$ cat config.mk
export PLATFORM = sky130hd
export DESIGN_NAME = wb_dec
export DESIGN_NICKNAME = d
export VERILOG_FILES = /design/src/rtl/wb_pkg.sv /design/src/rtl/wb_dec_wdog.sv /design/src/rtl/wb_dec.sv
export SDC_FILE = /design/constraint.sdc
export NUM_CORES = 1
export LEC_CHECK = 0
export CAP_MARGIN = 20
export CORE_MARGIN = 2
export CORE_UTILIZATION = 44
export DETAILED_ROUTE_END_ITERATION = 7
export PLACE_DENSITY = 0.79
export SYNTH_ARGS = -nofsm -noshare
export SYNTH_HDL_FRONTEND = slang
export SYNTH_SLANG_ARGS = --single-unit
$ cat constraint.sdc
create_clock -name wb_clk_i -period 2.8 [get_ports wb_clk_i]
set_clock_uncertainty 0.05 [all_clocks]
set_input_delay 0.42 -clock wb_clk_i [delete_from_list [all_inputs] [get_ports wb_clk_i]]
set_output_delay 0.42 -clock wb_clk_i [all_outputs]
set_load 0.02 [all_outputs]
$ cat src/rtl/wb_pkg.sv
// Shared constants and FSM state encoding for the Wishbone address decoder.
package wb_pkg;

  localparam int WB_ADDR_W = 8;
  localparam int WB_DAT_W  = 8;
  localparam int WB_BLK_W  = 4;
  localparam int WB_OFS_W  = 4;
  localparam int WB_NBLK   = 16;

  typedef enum logic [1:0] {
    ST_IDLE   = 2'd0,
    ST_ACTIVE = 2'd1,
    ST_DONE   = 2'd2
  } wb_state_e;

  function automatic logic [WB_NBLK-1:0] blk_onehot(input logic [WB_BLK_W-1:0] blk);
    return WB_NBLK'(1) << blk;
  endfunction

endpackage

$ cat src/rtl/wb_dec_wdog.sv
// Saturating watchdog counter: cleared by clr_i, counts while en_i, flags once TIMEOUT_CYC is reached.
module wb_dec_wdog #(
  parameter int TIMEOUT_CYC = 255,
  parameter int TO_W        = 8
) (
  input  logic clk_i,
  input  logic srst_i,
  input  logic clr_i,
  input  logic en_i,
  output logic tc_o
);

  localparam logic [TO_W-1:0] LIMIT = TO_W'(TIMEOUT_CYC);

  logic [TO_W-1:0] cnt_q;

  // Holding at LIMIT keeps the terminal flag asserted instead of wrapping.
  always_ff @(posedge clk_i) begin
    if (srst_i || clr_i) begin
      cnt_q <= '0;
    end else if (en_i && (cnt_q != LIMIT)) begin
      cnt_q <= cnt_q + 1'b1;
    end
  end

  assign tc_o = (cnt_q == LIMIT);

endmodule

$ cat src/rtl/wb_dec.sv
// Wishbone address decoder: one registered one-hot slave strobe per access, single ack/err to the master.
// Build option WB_DEC_UNMAPPED_ERR_EN: unpopulated blocks answer with err instead of a dummy ack.
module wb_dec
  import wb_pkg::*;
#(
  parameter int NUM_SLAVES  = 16,
  parameter int TIMEOUT_CYC = 255,
  parameter int TO_W        = 8
) (
  input  logic                 wb_clk_i,
  input  logic                 wb_rst_i,
  input  logic                 wb_cyc_i,
  input  logic                 wb_stb_i,
  input  logic                 wb_we_i,
  input  logic [WB_ADDR_W-1:0] wb_addr_i,
  input  logic [WB_DAT_W-1:0]  wb_dat_i,
  output logic                 s_cyc_o,
  output logic [WB_NBLK-1:0]   s_stb_o,
  output logic                 s_we_o,
  output logic [WB_OFS_W-1:0]  s_addr_o,
  output logic [WB_DAT_W-1:0]  s_dat_o,
  input  logic [WB_NBLK-1:0]   s_ack_i,
  output logic                 wb_ack_o,
  output logic                 wb_err_o
);

  wb_state_e           state_q;
  logic [WB_BLK_W-1:0] blk_q;
  logic                cyc_q, we_q, ack_q, err_q;
  logic [WB_NBLK-1:0]  stb_q;
  logic [WB_OFS_W-1:0] ofs_q;
  logic [WB_DAT_W-1:0] dat_q;
  logic                req, mapped, wd_tc;

  assign req    = wb_cyc_i & wb_stb_i & ~ack_q & ~err_q;
  assign mapped = int'(wb_addr_i[WB_ADDR_W-1:WB_OFS_W]) < NUM_SLAVES;

  wb_dec_wdog #(
    .TIMEOUT_CYC(TIMEOUT_CYC),
    .TO_W       (TO_W)
  ) u_wdog (
    .clk_i (wb_clk_i),
    .srst_i(wb_rst_i),
    .clr_i (state_q == ST_IDLE),
    .en_i  (state_q == ST_ACTIVE),
    .tc_o  (wd_tc)
  );

  always_ff @(posedge wb_clk_i) begin
    if (wb_rst_i) begin
      state_q <= ST_IDLE;
      blk_q   <= '0;
      cyc_q   <= 1'b0;
      stb_q   <= '0;
      we_q    <= 1'b0;
      ofs_q   <= '0;
      dat_q   <= '0;
      ack_q   <= 1'b0;
      err_q   <= 1'b0;
    end else begin
      ack_q <= 1'b0;
      err_q <= 1'b0;
      case (state_q)
        ST_IDLE: begin
          if (req) begin
            blk_q <= wb_addr_i[WB_ADDR_W-1:WB_OFS_W];
            ofs_q <= wb_addr_i[WB_OFS_W-1:0];
            dat_q <= wb_dat_i;
            we_q  <= wb_we_i;
            if (mapped) begin
              state_q <= ST_ACTIVE;
              cyc_q   <= 1'b1;
              stb_q   <= blk_onehot(wb_addr_i[WB_ADDR_W-1:WB_OFS_W]);
            end else begin
              state_q <= ST_DONE;
`ifdef WB_DEC_UNMAPPED_ERR_EN
              err_q   <= 1'b1;
`else
              ack_q   <= 1'b1;
`endif
            end
          end
        end
        // Selected ack beats the watchdog, which beats a master abort.
        ST_ACTIVE: begin
          if (s_ack_i[blk_q]) begin
            state_q <= ST_DONE;
            ack_q   <= 1'b1;
            cyc_q   <= 1'b0;
            stb_q   <= '0;
          end else if (wd_tc) begin
            state_q <= ST_DONE;
            err_q   <= 1'b1;
            cyc_q   <= 1'b0;
            stb_q   <= '0;
          end else if (!wb_cyc_i) begin
            state_q <= ST_IDLE;
            cyc_q   <= 1'b0;
            stb_q   <= '0;
          end
        end
        ST_DONE: state_q <= ST_IDLE;
        default: state_q <= ST_IDLE;
      endcase
    end
  end

  assign s_cyc_o  = cyc_q;
  assign s_stb_o  = stb_q;
  assign s_we_o   = we_q;
  assign s_addr_o = ofs_q;
  assign s_dat_o  = dat_q;
  assign wb_ack_o = ack_q;
  assign wb_err_o = err_q;

endmodule

==> metrics.txt <==
Hold Fails Final Rpt 0; most used cell, CP nand2_1; Nets 323; cts hold-fix bufs 0; Post-synth EDFFs 0; share of cells above drive strength 1 0.0559; top_reg_cell synth dfxtp_1; crit-path leading delay family simple AND/OR/NAND/NOR gates; Yosys top cell area share 0.481; crit path max fanout 4; clock sink count 46; DR DRC count 0; outcome finished, final reports clean; critical path's slowest cell or4b_2; Worst-path clk slew 0.08 ns; post-route ant nets 0; Placeable Area 4090 sq um; first-pass GRT wire length 7220 um; Clock Latency Late Sink 0.29 ns; P_leak 0.000928 uW; initial antenna violation count 0; GP Congestion 0.719; Via Count 1732; asr flop ratio synth 0; Ports 69; Syn Inst Count 217; Final setup viols 0; Crit. End Element flop; crit-path cells clkdlybuf4s50_1 -> nand2_1 -> nor3_1 -> nand2_1 -> or4b_2 -> o22ai_1; CTS buffer count 5; post-synth top area cell dfxtp_1; root cell of the clock tree clkbuf_8; Detailed Place HPWL 3170 um; Mapped Nets 255; synth unique cells 36; fmax 453 MHz; fill count 358; Max-Cap Viols 0; Seq/Total Area, Yosys 0.481; top cells by count, synth 46 x dfxtp_1, 41 x nand2_1, 20 x a21oi_1; GRT Util Overall 0.180; Die H 70.0 um; largest stage delay on the critical path 0.69 ns; CP Buf/Inv Count 1; cell row count 23; largest net degree at the start of global routing 40; #FFs+latches synth 46; die width 70.0 um; P&R area growth vs syn 43.0%; CP required 2.97 ns; slew margin rel. 0.610; top-count cell post-synth dfxtp_1; Worst Max-Slew Pin Slew 0.580 ns; Min-Delay Path Class flop to flop; Iteration-0 DRC Markers 76; Post-Syn Area per Cell 8.82 sq um; RSZ-0062 raised after global routing false; Fin Setup TNS 0 ns; DRT Pass-1 Iters 4; clk buf depth 2; vias in the first global route 1646; Via density 5.15; CTS tree done; Avg WL per Cell 13.2 um; synth top area cells dfxtp_1 48%, nand2_1 8.0%, nand2b_1 6.2%, o22ai_1 5.6%, a21oi_1 5.2%; Resized Gates After CTS 0; min cycle time layout 2.21 ns; Max H-tree Level 2; synthesized area 1910 sq um; critical path type input port to flop; CP Launch Type input port; synth warn 0; initial core utilization 0.468; die area 4890 sq um; crit path DAT 2.38 ns; Setup Buffers After CTS 0; share of the core filled with cells 0.670; antenna cells 0; Port Buffers 68; Max IR drop VDD 0.296 mV; grt total ovfl 0; final wirelength 4440 um; pwr dens 495 nW/um^2; Final Cycle Share 0.789; Slew Viols, Final 0
-- area by class of cell --
| type | instances | area (sq um) | share of cell area |
|---|---|---|---|
| flip-flops and latches | 46 | 921 | 0.336 |
| clock buffers | 7 | 76.3 | 0.0279 |
| repair buffers | 72 | 711 | 0.260 |
| inverters | 1 | 3.75 | 0.00137 |
| clock inverters | 1 | 30.0 | 0.0110 |
| well taps | 50 | 62.6 | 0.0229 |
| multi-input cells | 159 | 933 | 0.341 |
-- sequential cells by signal, summed over array words and instances, names as in the netlist, 2 cells and up --
register	flops
blk_q	4
s_addr_o	4
state_q	2
s_dat_o	8
u_wdog.cnt_q	8
s_stb_o	16
-- worst paths after layout --
kind         slack (ns)  depth (start not counted)                    start                 endpoint
max reg2reg        0.64                          6    blk_q[2]$_SDFFE_PP0P_  s_stb_o[9]$_SDFFE_PP0P_
min reg2reg        0.40                          2  s_dat_o[1]$_SDFFE_PP0P_  s_dat_o[1]$_SDFFE_PP0P_
min                0.40                          2  s_dat_o[1]$_SDFFE_PP0P_  s_dat_o[1]$_SDFFE_PP0P_
max                0.59                          6                 wb_cyc_i  s_stb_o[2]$_SDFFE_PP0P_
-- logic make-up (layout without fill, tap and decap cells) --
family,count (synthesis),in the layout,synth area share
AO/OA/AOI/OAI,43,43,0.131
AND/OR/NAND/NOR,99,99,0.264
multiplexers,10,10,0.0588
flip-flops,46,46,0.481
adder cells (fa/ha/maj),1,1,0.00653
buffers and inverters,12,81,0.0314
XOR/XNOR,6,6,0.0275
-- per-layer routing --
layer,share of wire,global-route usage
met1,0.45,0.225
met2,0.47,0.289
met3,0.058,0.0592
met4,0.017,0.0662
met5,0,0
-- placed cells by master (no fill, tap or decap), types with 2 or more instances in the layout --
cell,netlist,routed
nand3_1,2,2
buf_4,0,4
clkdlybuf4s50_1,0,68
xnor2_1,3,3
mux2i_1,9,9
nand2b_1,19,19
and3_1,2,2
nor2_1,15,15
nor4_1,2,2
o21a_1,2,2
nand2_1,41,41
nand4_1,2,2
o22ai_1,17,17
clkbuf_1,8,2
or2_2,2,2
dfxtp_1,46,46
clkbuf_8,0,5
xor2_1,3,3
and2_1,2,2
a21oi_1,20,20
nor3_1,2,2
nor2b_1,2,2
-- metrics by stage --
| stage | hold slack (ns) | cell area (sq um) | cells | worst slack, ns | total power (uW) |
|---|---|---|---|---|---|
| floorplan | 0.417 | 1910 | 217 | 0.781 | 794 |
| finish | 0.405 | 2740 | 336 | 0.591 | 1350 |
| global route | 0.431 | 2740 | 336 | 0.496 | 1410 |
| CTS | 0.407 | 2740 | 336 | 0.616 | 1360 |
| detailed placement | 0.396 | 2630 | 328 | 0.342 | 890 |
| global placement | 0.391 | 2630 | 328 | 0.371 | 887 |
-- worst min-delay path: stages, from the launching register on --
cell and delay (ns):
dfxtp_1 0.31, nand2_1 0.05, a21oi_1 0.05
-- power by group --
part           total, uW  internal [uW]  switching, uW
combinational        191            104           87.4
sequential           685            671           13.7
clock                479            267            212
Power figures use the tool's default switching activity.
